`src/rtl/spectrum_peak.sv`:
```
// Sweeps N_BINS DFT amplitudes after each dft_done_in rising edge and reports the peak bin,
// its cos/sin sums and the number of bins above threshold; results land N_BINS+1 cycles after the trigger edge.
module spectrum_peak #(
    parameter int N_BINS  = 128,
    parameter bit SKIP_DC = 1'b1
) (
    input  logic        clk,
    input  logic        n_reset,
    input  logic        dft_done_in,
    input  logic [31:0] ampl_in,
    input  logic [31:0] cos_in,
    input  logic [31:0] sin_in,
    input  logic [31:0] threshold_in,
    output logic [6:0]  ampl_number_out,
    output logic [6:0]  harm_number_out,
    output logic [6:0]  peak_index,
    output logic [31:0] peak_ampl,
    output logic [31:0] peak_cos,
    output logic [31:0] peak_sin,
    output logic [7:0]  above_count,
    output logic        busy,
    output logic        peak_valid
);

    typedef enum logic [1:0] {
        S_IDLE,
        S_SWEEP,
        S_FETCH
    } state_t;

    localparam logic [6:0] LAST_BIN = 7'(N_BINS - 1);

    state_t      r_state;
    logic        r_done_q;
    logic        r_armed;
    logic [6:0]  r_addr;
    logic [6:0]  r_harm;
    logic [6:0]  r_max_idx;
    logic [30:0] r_max_mag;
    logic [31:0] r_max_ampl;
    logic [30:0] r_thr_mag;
    logic        r_thr_neg;
    logic [7:0]  r_cnt;
    logic [6:0]  r_peak_idx;
    logic [31:0] r_peak_ampl;
    logic [31:0] r_peak_cos;
    logic [31:0] r_peak_sin;
    logic [7:0]  r_above;
    logic        r_busy;
    logic        r_valid;

    logic        w_start;
    logic [30:0] w_mag;
    logic        w_nan;
    logic        w_excl;
    logic        w_upd;
    logic        w_above;
    logic        w_last;
    logic [6:0]  w_next_idx;
    logic [7:0]  w_cnt_inc;

    // r_armed blocks a level still high at reset release from looking like a fresh edge
    assign w_start    = r_armed & dft_done_in & ~r_done_q;
    assign w_mag      = ampl_in[30:0];
    assign w_nan      = (ampl_in[30:23] == 8'hFF) && (ampl_in[22:0] != 23'd0);
    assign w_excl     = w_nan || (SKIP_DC && (r_addr == 7'd0));
    assign w_upd      = !w_excl && (w_mag > r_max_mag);
    // a negative threshold is exceeded by every magnitude except 0 against -0.0
    assign w_above    = !w_excl && (r_thr_neg ? ((r_thr_mag != 31'd0) || (w_mag != 31'd0))
                                              : (w_mag > r_thr_mag));
    assign w_last     = (r_addr == LAST_BIN);
    assign w_next_idx = w_upd ? r_addr : r_max_idx;
    assign w_cnt_inc  = (r_cnt == 8'hFF) ? r_cnt : r_cnt + 8'd1;

    always_ff @(posedge clk) begin
        if (n_reset) begin
            r_state     <= S_IDLE;
            r_done_q    <= 1'b0;
            r_armed     <= 1'b0;
            r_addr      <= 7'd0;
            r_harm      <= 7'd0;
            r_max_idx   <= 7'd0;
            r_max_mag   <= 31'd0;
            r_max_ampl  <= 32'd0;
            r_thr_mag   <= 31'd0;
            r_thr_neg   <= 1'b0;
            r_cnt       <= 8'd0;
            r_peak_idx  <= 7'd0;
            r_peak_ampl <= 32'd0;
            r_peak_cos  <= 32'd0;
            r_peak_sin  <= 32'd0;
            r_above     <= 8'd0;
            r_busy      <= 1'b0;
            r_valid     <= 1'b0;
        end else begin
            r_done_q <= dft_done_in;
            r_armed  <= 1'b1;
            r_valid  <= 1'b0;
            if (w_start) begin
                // also serves as restart when a new spectrum arrives mid-sweep
                r_state    <= S_SWEEP;
                r_busy     <= 1'b1;
                r_addr     <= 7'd0;
                r_max_idx  <= 7'd0;
                r_max_mag  <= 31'd0;
                r_max_ampl <= 32'd0;
                r_cnt      <= 8'd0;
                r_thr_mag  <= threshold_in[30:0];
                r_thr_neg  <= threshold_in[31];
            end else begin
                case (r_state)
                    S_SWEEP: begin
                        if (w_upd) begin
                            r_max_idx  <= r_addr;
                            r_max_mag  <= w_mag;
                            r_max_ampl <= ampl_in;
                        end
                        if (w_above) begin
                            r_cnt <= w_cnt_inc;
                        end
                        if (w_last) begin
                            r_addr  <= 7'd0;
                            r_harm  <= w_next_idx;
                            r_state <= S_FETCH;
                        end else begin
                            r_addr <= r_addr + 7'd1;
                        end
                    end
                    S_FETCH: begin
                        r_peak_idx  <= r_max_idx;
                        r_peak_ampl <= r_max_ampl;
                        r_peak_cos  <= cos_in;
                        r_peak_sin  <= sin_in;
                        r_above     <= r_cnt;
                        r_valid     <= 1'b1;
                        r_busy      <= 1'b0;
                        r_state     <= S_IDLE;
                    end
                    default: begin
                        r_addr  <= 7'd0;
                        r_busy  <= 1'b0;
                        r_state <= S_IDLE;
                    end
                endcase
            end
        end
    end

    assign ampl_number_out = r_addr;
    assign harm_number_out = r_harm;
    assign peak_index      = r_peak_idx;
    assign peak_ampl       = r_peak_ampl;
    assign peak_cos        = r_peak_cos;
    assign peak_sin        = r_peak_sin;
    assign above_count     = r_above;
    assign busy            = r_busy;
    assign peak_valid      = r_valid;

endmodule

```
`config.mk`:
```
export PLATFORM = sky130hd
export DESIGN_NAME = spectrum_peak
export DESIGN_NICKNAME = d
export VERILOG_FILES = /design/src/rtl/spectrum_peak.sv
export SDC_FILE = /design/constraint.sdc
export NUM_CORES = 1
export LEC_CHECK = 0
export BUFFER_PORTS_ARGS = -buffer_cell sky130_fd_sc_hd__buf_2
export CAP_MARGIN = 20
export CORE_UTILIZATION = 57
export CTS_BUF_LIST = sky130_fd_sc_hd__clkbuf_16
export CTS_CLUSTER_DIAMETER = 60
export DETAILED_ROUTE_END_ITERATION = 10
export GPL_TIMING_DRIVEN = 0
export PLACE_DENSITY = 0.91
export SLEW_MARGIN = 15
export SYNTH_ARGS = -nofsm -noshare
export SYNTH_HDL_FRONTEND = slang
export SYNTH_SLANG_ARGS = --single-unit
```
`constraint.sdc`:
```
create_clock -name clk -period 3.65 [get_ports clk]
set_clock_uncertainty 0.2 [all_clocks]
set_input_delay 0.73 -clock clk [delete_from_list [all_inputs] [get_ports clk]]
set_output_delay 0.73 -clock clk [all_outputs]
set_load 0.01 [all_outputs]
```
## Word level (Yosys, flattened, before mapping)

Cells that the tools add are included.

- Logic and storage cells: 63
- Flip-flop bits (word level): 241

- Bitwise logic cells: 6
- Multiplexer cells: 11
- Reduce and logical (&&, ||, !) cells: 16
- Equality and inequality tests: 7
- Add/subtract/negate cells: 2
- $lt $le $gt $ge: 2

Operator list:

| cell | count |
|---|---|
| 31-bit greater-than comparator | 2 |
| 31-bit nonzero test | 2 |
| 23-bit nonzero test | 1 |
| 8-bit == test (second input constant) | 2 |
| 7-bit 2-to-1 mux | 2 |
| 7-bit case mux with 2 select lines | 1 |
| 8-bit by 1-bit adder with 8-bit output (second input constant) | 1 |
| 1-bit 2-to-1 mux | 8 |
| 7-bit by 1-bit adder with 7-bit output (second input constant) | 1 |
| 7-bit == test (second input constant) | 1 |
| 7-bit logical NOT | 1 |
| 3-bit AND reduction | 2 |
| 1-bit inverter | 4 |
| 2-bit AND reduction | 2 |
| 1-bit logical AND | 3 |
| 3-bit inequality test (second input constant) | 1 |
| 3-bit OR reduction | 1 |
| 1-bit AND | 2 |
| 2-bit by 1-bit == test with 1-bit output (second input constant) | 1 |
| 2-bit == test (second input constant) | 1 |
| 1-bit logical OR | 2 |
| 2-bit inequality test (second input constant) | 1 |
| 2-bit OR reduction | 1 |
| 1-bit logical NOT | 1 |

## Longest topological paths before layout

Gate-level depths: netlist (run 1).

- Word-level depth: 6
- Depth in mapped cells: 11
- Gate-level depth less buffers: 9

## Worst setup path before layout (run 1)

Ideal clock, no wire load.

- Path type: input port to flip-flop
- Start point: input ampl_in[4]
- End point: register r_cnt[0]
- Required time: 3,322 ps
- Buffers on the path: 1
- Cell stages on the path: 9
- Path slack: 913 ps
- Arrival time: 2,410 ps
- Cells stage by stage: ha_1 -> a211oi_1 -> nor2_1 -> o31a_1 -> o41a_2 -> o211ai_4 -> buf_6 -> xor2_1 -> nor2_1

- Longest elaborated chain between the ends: 6
- Elaborated cells between the ends (all ways): 10

Ends and longest elaborated chain:

| element | line | source |
|---|---|---|
| from (decl) | 10 | `input logic [31:0] ampl_in,` |
| branches (longest 4 deep; another with 31-bit greater-than comparator) | -- |  |
| 1-bit logical AND * | 69 | `assign w_above = !w_excl && (r_thr_neg ? ((r_thr_mag != 31'd0) \|\| (w_mag != 31'd0))` |
| 3-bit AND reduction (no line) * | -- |  |
| to (signal assigned) | 119 | `r_cnt <= w_cnt_inc;` |
| to (decl) | 43 | `logic [7:0] r_cnt;` |

Every way passes the cells marked *.
A chain may end at the register's enable or synchronous reset.

## Worst setup path in the final report (run 1)

- Start point: register r_max_mag[22]
- End point: register r_max_idx[0]

- Longest elaborated chain between the ends: 3

Ends and longest elaborated chain:

| element | line | source |
|---|---|---|
| from (decl) | 39 | `logic [30:0] r_max_mag;` |
| from (signal assigned) | 115 | `r_max_mag <= w_mag;` |
| 31-bit greater-than comparator | 67 | `assign w_upd = !w_excl && (w_mag > r_max_mag);` |
| 1-bit logical AND | 67 |  |
| 7-bit 2-to-1 mux | -- |  |
| to (signal assigned) | 114 | `r_max_idx <= r_addr;` |
| to (decl) | 38 | `logic [6:0] r_max_idx;` |

No other way between the ends.

==> qor.txt, run 1 <==
CTS root buf -> clkbuf_16
# rows -> 46
Initial antenna violation count -> 0
RD Place Congestion -> 0.9337
Pre-Repair DR Iteration Count -> 5
Die Height -> 129.9 um
Ant diodes -> 0
DP Wirelength -> 20.41 mm
Clock transition at path regs -> 60 ps
CTS Buf Count -> 22
Worst-Margin Slew -> 702.2 ps
F_max -> 334.6 MHz
Synthesized area -> 9328 um^2
Mean post-synth cell area -> 7.806 um^2
Slew headroom -> 53.01%
FF+latch count, synth -> 210
CTS tree -> built
Setup TNS -> 0 ps
Sequential-to-total area share from yosys stat -> 45.07%
Post-DR vias/cell -> 5.580
Synth unique cells -> 52
Post-synth EDFFs -> 0
Crit path max fanout -> 10
Antenna Nets Post-Route -> 0
Initial core utilization -> 58.51%
Synthesized instance count -> 1195
Syn Nets -> 1391
Die area -> 16880 um^2
Crit. End Element -> flip-flop
Fill count -> 1234
DRC viols -> 0
Worst R2R Setup Slack -> 660 ps
Kind of critical path -> reg2reg
Minimum clock period -> 2988 ps
Routed length per instance -> 16.13 um
Design area -> 11560 um^2
Hold-fix buffers, CTS -> 0
Nets@finish -> 1672
Crit path DAT -> 3220 ps
Total Wirelength -> 27.55 mm
Vias in the first global route -> 8696
Startpoint types -> flip-flop
Number of setup buffers added after CTS -> 0
Leakage power -> 0.004645 uW
Total GRT Usage -> 31.26%
Max clock buf depth -> 3
Slowest cell on crit path -> nor4_1
Synth Flop Type -> dfxtp_1
First-pass GRT wire length -> 42.10 mm
Period utilization -> 81.87%
Layout area overhead -> 23.90%
Sink Count -> 210
Worst-Skew Late Latency -> 520 ps
RSZ-0062 raised after global routing -> no
Yosys warnings -> 0
Core Region -> 15940 um^2
Final max-slew violation count -> 0
Ys async rst share -> 0%
Via count -> 9531
Max_cap viols -> 0
Yosys top cell area share -> 45.07%
Total gr overflow -> 0
Share of layout cells above drive strength 1 -> 21.45%
Largest cells by area after synthesis -> dfxtp_1, nand2_1, a21oi_1
Pwr per Cell Area -> 414.9 nW/um^2
Post-DP Area -> 10880 um^2
Cell taking the most area after synthesis -> dfxtp_1
H-tree levels -> 1
Crit path top cell by count -> a21oi_1
Fin. Hold Viols -> 0
Final setup fails -> 0
Critical path's largest stage delay -> 510 ps
IO Port Bufs -> 257
Data required time of the worst path -> 3890 ps
CTS resizes -> 0
Worst VDD drop -> 0.0003938 V
1st-iter DRT viols -> 827
HP Class -> in2reg
Critical-path cell list -> inv_1, ha_1, nand4_1, nor4_1, a21oi_1, nand3b_1, clkbuf_1, nand3_1, a21oi_1
Status -> complete, no violations
Die Span X -> 129.9 um
Largest net degree at the start of global routing -> 15
# IOs -> 258
path summary, 6_finish.rpt:
| path | depth (start not counted) | endpoint | start |
|---|---|---|---|
| min | 3 | peak_cos[5] | cos_in[5] |
| max reg2reg | 9 | r_max_idx[0] | r_max_mag[22] |
| max | 9 | r_max_idx[0] | r_max_mag[22] |
| min reg2reg | 2 | peak_sin[3] | peak_sin[3] |
power breakdown:
group          internal, uW  total [uW]  switching [uW]
Combinational           139         358             219
Clock                  1170        2110             936
Sequential             2310        2330            16.2
logic make-up after synthesis:
logic type | share of synthesized area, %
AOI/OAI and AO/OA | 17.42
and+or+nand+nor | 22.36
adders and majority gates | 8.719
DFF | 45.07
muxes | 0.1073
xor gates and xnor gates | 0.1878
buffers and inverters | 6.130
placed cells by master (no fill, tap or decap), types with 22 or more instances in the layout:
master,Yosys,routed
nand3_1,55,55
buf_2,7,264
a21oi_1,216,216
inv_1,67,72
clkbuf_1,56,56
ha_1,65,65
nand2_1,307,307
dfxtp_1,210,210
nor2_1,35,35
clkbuf_16,0,22
o21ai_0,52,52
cells in the mapped netlist (all sizes together), types with 2 or more instances:
library cell / number
a211oi: 8
a21o: 2
a21oi: 216
a221oi: 2
a311oi: 2
and3: 7
buf: 13
clkbuf: 59
dfxtp: 210
ha: 65
inv: 67
nand2: 307
nand2b: 2
nand3: 55
nand3b: 4
nand4: 20
nor2: 35
nor2b: 2
nor3: 3
nor4: 19
o211ai: 2
o21ai: 64
o31ai: 3
or2: 3
or3: 7
or4: 2
critical path, delay by kind of cell (launching register included):
family                   cells  cell delay [ps]
AO/OA/AOI/OAI                2              370
buffers and inverters        2              480
AND/OR/NAND/NOR              4             1170
adder cells (fa/ha/maj)      1              310
flip-flops                   1              370
cell type report:
cell class | count | area [um^2] | share of cell area, %
multi-input cells | 846 | 4552 | 39.39
flip-flops and latches | 210 | 4204 | 36.38
repair buffers | 257 | 1286 | 11.13
clock buffers | 22 | 550.5 | 4.763
plain buffers | 72 | 320.3 | 2.771
well taps | 216 | 270.3 | 2.338
inverters | 67 | 251.5 | 2.176
clock inverters | 18 | 122.6 | 1.061
sequential cells by signal (all words and copies together) (netlist names), 8 cells and up:
name         flops
above_count      8
r_cnt            8
r_max_mag       30
peak_cos        32
r_thr_mag       31
peak_ampl       32
peak_sin        32
metal layers:
metal	share of wire, %	vias to the layer above	GRT usage (%)
li1	-	4631	-
met1	40	4300	39.20
met2	48	514	53.16
met3	9.2	86	5.248
met4	3.6	0	13.27
met5	0	-	0
stage by stage:
step	instances	setup WS (ps)	total power [uW]	utilization [%]	hold WS [ps]
2_1_floorplan	1195	912.8	2560	-	228.4
3_3_place_gp	1668	397.1	2710	68.27	238.3
3_5_place_dp	1668	356.6	2724	68.27	243.1
4_1_cts	1708	744.4	4779	72.49	240.0
5_1_grt	1708	535.3	4924	72.49	248.2
6_report	1708	661.7	4795	72.49	243.4
No activity file was read; power rests on OpenSTA's default activity.
==> run 2: changes to the inputs <==
ABC_AREA = 1   (was unset)
CORE_UTILIZATION = 47   (was 57)
PLACE_DENSITY = 0.81   (was 0.91)
clock period = 2.4 ns   (was 3.65 ns; I/O delays follow)
==> run 2 against run 1 <==
  * The run now ends with setup timing left
  * Hold slack lost 230 ps
  * Combinational power grew 120%
  * Register-to-register slack lost 730 ps
  * Non-clock buffer count grew 14
  * Setup slack lost 730 ps
  * Die area grew 20%
  * Largest power group unchanged
  * Highest routed layer unchanged
==> qor.txt, run 2 <==
Hold WS -> 14.45 ps (-228.9 ps)
Post-synth EDFFs -> 0 (unchanged)
Crit path top cell by count -> nand2_1
Final worst slack -> -67.04 ps (-728.7 ps)
DRC viols -> 0 (unchanged)
Minimum clock period -> 2467 ps (-521.3 ps)
HP Class -> in2reg
CTS tree -> built
Commonest cells after routing, fill and taps aside -> buf_2, nor2_1, dfxtp_1, o21ai_0, nand2_1
Commonest non-fill, non-tap cell in the layout -> buf_2
Syn Nets -> 1449 (+4.2%)
Final max-slew violation count -> 0 (unchanged)
Failing checks -> setup timing
DP Wirelength -> 20.75 mm (+1.7%)
Critical path's largest stage delay -> 510 ps (about the same)
Core Region -> 19400 um^2 (+22%)
Worst VDD drop -> 0.0005145 V (+31%)
Largest net degree at the start of global routing -> 13 (-2)
Worst-Skew Late Latency -> 520 ps (about the same)
Routed length per instance -> 16.20 um (+0.41%)
Util after Layout -> 63.68% (-8.8 points)
Synth unique cells -> 31 (-40%)
Crit path DAT -> 2700 ps (-520 ps)
Synthesized area -> 9288 um^2 (-0.43%)
Cell taking the most area after synthesis -> dfxtp_1
1st-iter DRT viols -> 588 (-29%)
Startpoint types -> flip-flop
Crit. End Element -> flip-flop
Total Wirelength -> 29.80 mm (+8.2%)
Seq pwr share -> 46.9% (-1.6 points)
Clock transition at path regs -> 60 ps (about the same)
First-pass GRT wire length -> 42.32 mm (+0.52%)
Initial core utilization -> 47.88% (-11 points)
Die Span X -> 142.6 um (+9.7%)
Total GRT Usage -> 26.07% (-5.2 points)
Logic pwr share -> 10.4% (+2.9 points)
Leakage power -> 0.005791 uW (+25%)
# IOs -> 258 (unchanged)
Antenna Nets Post-Route -> 0 (unchanged)
RSZ-0062 raised after global routing -> yes
# rows -> 51 (+11%)
Slowest cell on crit path -> dfxtp_1
Post-DR vias/cell -> 5.307 (-4.9%)
Share of layout cells above drive strength 1 -> 27.65% (+6.2 points)
Net switching power -> 1899 uW (+62%)
Mean post-synth cell area -> 7.412 um^2 (-5.0%)
Synth Flop Type -> dfxtp_1
Synthesized instance count -> 1253 (+4.9%)
Switching part of the total -> 25.05% (+0.61 points)
Largest cells by area after synthesis -> dfxtp_1, nor2_1, ha_1
Max clock buf depth -> 3 (unchanged)
Die area -> 20330 um^2 (+20%)
Pre-CTS WS -> -373.6 ps (-730.2 ps)
Via count -> 9764 (+2.4%)
Pint -> 5682 uW (+57%)
CTS Buf Count -> 23 (+4.5%)
Sequential-to-total area share from yosys stat -> 45.26% (+0.19 points)
CP top delay family -> simple AND/OR/NAND/NOR gates
Fill count -> 1656 (+34%)
Max_cap viols -> 0 (unchanged)
Total gr overflow -> 0 (unchanged)
H-tree levels -> 1 (unchanged)
CTS root buf -> clkbuf_16
FF+latch count, synth -> 210 (unchanged)
Yosys top cell area share -> 45.26% (+0.19 points)
Pre-Repair DR Iteration Count -> 5 (unchanged)
Kind of critical path -> reg2reg
IO Port Bufs -> 257 (unchanged)
Post-synth top cells -> nor2_1, dfxtp_1, nand2_1
Pwr per Cell Area -> 613.6 nW/um^2 (+48%)
Ys async rst share -> 0% (unchanged)
Yosys warnings -> 0 (unchanged)
Most common cell in the netlist -> nor2_1
Critical-path cell list -> inv_1, ha_1, nand4_1, nand2_1, nor2_4, nand3_4, buf_8, nand2_1, nand2_1, nor2_1
Final setup fails -> 1 (+1)
Fin. Hold Viols -> 0 (unchanged)
Crit path max fanout -> 8 (-2)
F_max -> 405.3 MHz (+21%)
RD Place Congestion -> 0.8963 (-4.0%)
Sink Count -> 210 (unchanged)
Layout area overhead -> 33.01%
Worst Path Buf+Inv -> 2 (unchanged)
Data required time of the worst path -> 2630 ps (-1260 ps)
Nets@finish -> 1756 (+5.0%)
Clk pwr share -> 42.7% (-1.3 points)
Initial antenna violation count -> 1 (+1)
Status -> finished with violations
Period utilization -> 102.8% (+21 points)
Vias in the first global route -> 8681 (-0.17%)
Die Height -> 142.6 um (+9.7%)
Worst-Margin Slew -> 722.8 ps (+20.54 ps)
Slew headroom -> 51.82% (-1.2 points)
Power Total -> 7580 uW (+58%)
run 2: changes by cell type in the layout (fill, tap and decap cells not counted), moves of 27 or more:
cell / change
a21oi_1: -100
inv_1: +27
nand2_1: -164
nand3_1: -39
nor2_1: +217
o21ai_0: +108
run 2: cell type report:
cell class / instances / area (um^2) / area share [%]
multi-input cells: 867 / 4820 / 39.02
flip-flops and latches: 210 / 4220 / 34.16
repair buffers: 280 / 1530 / 12.39
clock buffers: 23 / 575.6 / 4.659
inverters: 115 / 441.7 / 3.575
plain buffers: 63 / 335.3 / 2.714
well taps: 265 / 331.6 / 2.684
clock inverters: 15 / 93.84 / 0.7596
diodes: 2 / 5.005 / 0.04051
run 2: kinds of logic after synthesis:
logic type | synth area share, %
simple gates | 21.77
compound gates | 16.00
flops | 45.26
buf+inv | 7.638
fa+ha+maj | 8.757
xor+xnor | 0.5658
run 2: through the flow:
step / instance area (um^2) / std cells / setup TNS, ps
floorplan: 9288 / 1253 / 0
global placement: 10910 / 1775 / -33510
detailed placement: 10910 / 1775 / -38900
CTS: 11610 / 1815 / 0
global route: 12350 / 1839 / -1830
finish: 12350 / 1840 / -67.04
run 2: tightest hold or removal path, delay by kind of cell:
kind | cells | cell delay, ps
AOI/OAI and AO/OA | 1 | 70
and+or+nand+nor | 1 | 80
buffers and inverters | 1 | 70
run 2: power groups by stage:
stage | sequential [uW] | clock, uW | combinational, uW
finish | 3560 | 3240 | 787
global route | 3560 | 3400 | 872
CTS | 3550 | 3260 | 662
detailed placement | 3630 | 0 | 652
global placement | 3630 | 0 | 632
floorplan | 3620 | 0 | 385
run 2: final timing paths:
| kind | cells past startpoint | from | endpoint | slack, ps |
|---|---|---|---|---|
| worst max-delay path | 10 | ampl_number_out[0] | r_max_ampl[30] | -70 |
| worst min-delay path | 3 | cos_in[30] | peak_cos[30] | 10 |
| worst max register to register | 10 | ampl_number_out[0] | r_max_ampl[30] | -70 |
| worst min register to register | 2 | r_max_mag[13] | r_max_mag[13] | 260 |
run 2: what timing repair did:
| item | 4_1_cts | 5_1_grt |
|---|---|---|
| buffers inserted | 0 | 15 |
| hold endpoints to repair | 1 | 0 |
| setup endpoints to repair | 58 | 123 |
| hold buffers | 1 | 0 |
| pin swaps | 2 | 43 |
| gates resized for setup | 4 | 146 |
| gates cloned | 1 | 8 |
run 2: metal layers:
| metal | part of all wire [%] | track usage, % | up-vias |
|---|---|---|---|
| li1 | - | - | 4705 |
| met1 | 41 | 32.27 | 4514 |
| met2 | 48 | 45.33 | 462 |
| met3 | 7.2 | 3.769 | 83 |
| met4 | 4.1 | 10.53 | 0 |
| met5 | 0 | 0 | - |
==> run 3: changes to the inputs <==
CTS_BUF_LIST = unset   (was sky130_fd_sc_hd__clkbuf_16)
==> run 3 against run 2 <==
  * The run now ends clean
  * Largest cell class unchanged
  * Total power up 1.5%
  * Largest power group unchanged
  * Sequential power about the same
  * Critical path depth up 5
  * Fmax up 3.9%
  * Setup slack better by 93 ps
  * Global-route usage up 0.051 points
==> qor.txt, run 3 (synthesis results as in run 2) <==
Status -> complete, no violations
Slew headroom -> 53.26% (+1.4 points)
Antenna Nets Post-Route -> 0 (unchanged)
Power Total -> 7697 uW (+1.5%)
Fill count -> 1645 (-0.66%)
Seq pwr share -> 46.2% (-0.7 points)
Worst-Margin Slew -> 701.0 ps (-21.72 ps)
Post-DP Area -> 10910 um^2 (unchanged)
Minimum clock period -> 2374 ps (-93.26 ps)
Design area -> 12350 um^2 (about the same)
Initial core utilization -> 47.88% (unchanged)
Crit. End Element -> flip-flop
Worst R2R Setup Slack -> 30 ps (+90 ps)
DRC viols -> 0 (unchanged)
Net switching power -> 1900 uW (about the same)
Startpoint types -> flip-flop
RSZ-0062 raised after global routing -> yes
Critical path's largest stage delay -> 330 ps (-180 ps)
Nets@finish -> 1751 (-0.28%)
CTS tree -> built
Period utilization -> 98.91% (-3.9 points)
Final max-slew violation count -> 0 (unchanged)
Layout area overhead -> 32.95% (about the same)
Commonest non-fill, non-tap cell in the layout -> buf_2
Crit path max fanout -> 7 (-1)
Largest net degree at the start of global routing -> 13 (unchanged)
Clock transition at path regs -> 60 ps (about the same)
Clk pwr share -> 43.6% (+0.9 points)
Die Height -> 142.6 um (unchanged)
Share of layout cells above drive strength 1 -> 27.42% (-0.23 points)
Met1 usage -> 32.29% (about the same)
Initial antenna violation count -> 1 (unchanged)
Routed length per instance -> 16.13 um (-0.42%)
Pint -> 5798 uW (+2.0%)
Pre-CTS WS -> -373.6 ps (unchanged)
Data required time of the worst path -> 2640 ps (about the same)
Worst r2r path cells -> 15 (+5)
GR Util met3 -> 3.701% (-0.067 points)
Die area -> 20330 um^2 (unchanged)
CTS root buf -> clkbuf_16
Slowest cell on crit path -> dfxtp_2
DP Wirelength -> 20.75 mm (unchanged)
F_max -> 421.3 MHz (+3.9%)
Met2 GRT Util -> 45.46% (+0.13 points)
Max clock buf depth -> 3 (unchanged)
IO Port Bufs -> 257 (unchanged)
WHS Path Cells -> 3 (unchanged)
H-tree levels -> 1 (unchanged)
Worst-Skew Late Latency -> 520 ps (about the same)
Die Span X -> 142.6 um (unchanged)
GR peak layer -> met2
Via count -> 9659 (-1.1%)
Pre-Repair DR Iteration Count -> 5 (unchanged)
Total GRT Usage -> 26.12% (+0.051 points)
Kind of critical path -> reg2reg
Crit path top cell by count -> nand2_1
Post-DR vias/cell -> 5.264 (-0.81%)
Max_cap viols -> 0 (unchanged)
Worst VDD drop -> 0.0006225 V (+21%)
Commonest cells after routing, fill and taps aside -> buf_2, nor2_1, dfxtp_1, o21ai_0, nand2_1
Leakage power -> 0.005767 uW (-0.41%)
First-pass GRT wire length -> 42.38 mm (+0.13%)
Final setup fails -> 0 (-1)
Fin. Hold Viols -> 0 (unchanged)
Pwr per Cell Area -> 623.3 nW/um^2 (+1.6%)
Switching part of the total -> 24.68% (-0.37 points)
Crit path DAT -> 2610 ps (-90 ps)
Critical-path cell list -> inv_2, ha_4, nand2_4, nor2_4, nand4_1, inv_1, nand2_1, nand2_2, nand2_2, nand2_4, nand3_4, buf_8, nand2_1, nand2_1, nor2_1
Total gr overflow -> 0 (unchanged)
Core Region -> 19400 um^2 (unchanged)
Final worst slack -> 26.22 ps (+93.26 ps)
Sink Count -> 210 (unchanged)
1st-iter DRT viols -> 584 (-0.68%)
Total Wirelength -> 29.59 mm (-0.69%)
Vias in the first global route -> 8676 (-0.058%)
# rows -> 51 (unchanged)
RD Place Congestion -> 0.8963 (unchanged)
CTS Buf Count -> 23 (unchanged)
Logic pwr share -> 10.2% (-0.2 points)
# IOs -> 258 (unchanged)
HP Class -> in2reg
## run 3: cell types whose count changed in the layout (fill, tap and decap cells not counted), sizes merged
cell / change
buf: -5
clkinv: -3
clkbuf: +8
inv: -5
## run 3: worst max-delay path: cells and delay by family, from the launching register on
family / cells / cell delay [ps]
adder cells (fa/ha/maj): 1 / 270
buffers and inverters: 3 / 360
flip-flops: 1 / 330
AND/OR/NAND/NOR: 11 / 1130
## run 3: layout make-up
| class | count | area, um^2 | share of cell area [%] |
|---|---|---|---|
| antenna | 2 | 5.005 | 0.04053 |
| buffer | 63 | 335.3 | 2.716 |
| clock buffer | 31 | 635.6 | 5.147 |
| clock inverter | 7 | 63.81 | 0.5168 |
| inverter | 115 | 439.2 | 3.557 |
| multi-input combinational | 867 | 4821 | 39.04 |
| sequential | 210 | 4218 | 34.16 |
| tap | 265 | 331.6 | 2.685 |
| timing repair buffer | 275 | 1499 | 12.14 |
## run 3: timing repair
action,CTS,global route
cloned,1,8
buffers inserted,0,10
hold buffers,1,0
setup endpoints to repair,57,123
endpoints found under the hold margin,1,0
pin swaps,2,40
resized for setup,3,148
## run 3: per-stage QoR
step | std cells | utilization, % | hold slack, ps | TNS (ps)
floorplan | 1253 | - | 235.9 | 0
global placement | 1775 | 56.22 | 247.5 | -33510
detailed placement | 1775 | 56.22 | 250.2 | -38900
CTS | 1815 | 59.97 | 3.855 | 0
global route | 1834 | 63.64 | 20.33 | -2482
finish | 1835 | 63.65 | 13.72 | 0
## run 3: final timing paths
check / startpoint / end
max: r_max_mag[12] / r_max_ampl[30]
min: cos_in[30] / peak_cos[30]
max reg2reg: r_max_mag[12] / r_max_ampl[30]
min reg2reg: r_max_mag[13] / r_max_mag[13]
## run 3: power groups by stage
| stage | combinational [uW] | sequential (uW) | clock, uW |
|---|---|---|---|
| 6_report | 786 | 3550 | 3360 |
| 4_1_cts | 661 | 3550 | 3380 |
| 5_1_grt | 869 | 3560 | 3520 |
| 2_1_floorplan | 385 | 3620 | 0 |
| 3_5_place_dp | 652 | 3630 | 0 |
| 3_3_place_gp | 632 | 3630 | 0 |
## run 3: routing by layer
| metal | up-vias | part of all wire [%] |
|---|---|---|
| met5 | - | 0 |
| met4 | 0 | 4.4 |
| met3 | 86 | 6.9 |
| met2 | 405 | 48 |
| met1 | 4473 | 41 |
| li1 | 4695 | - |
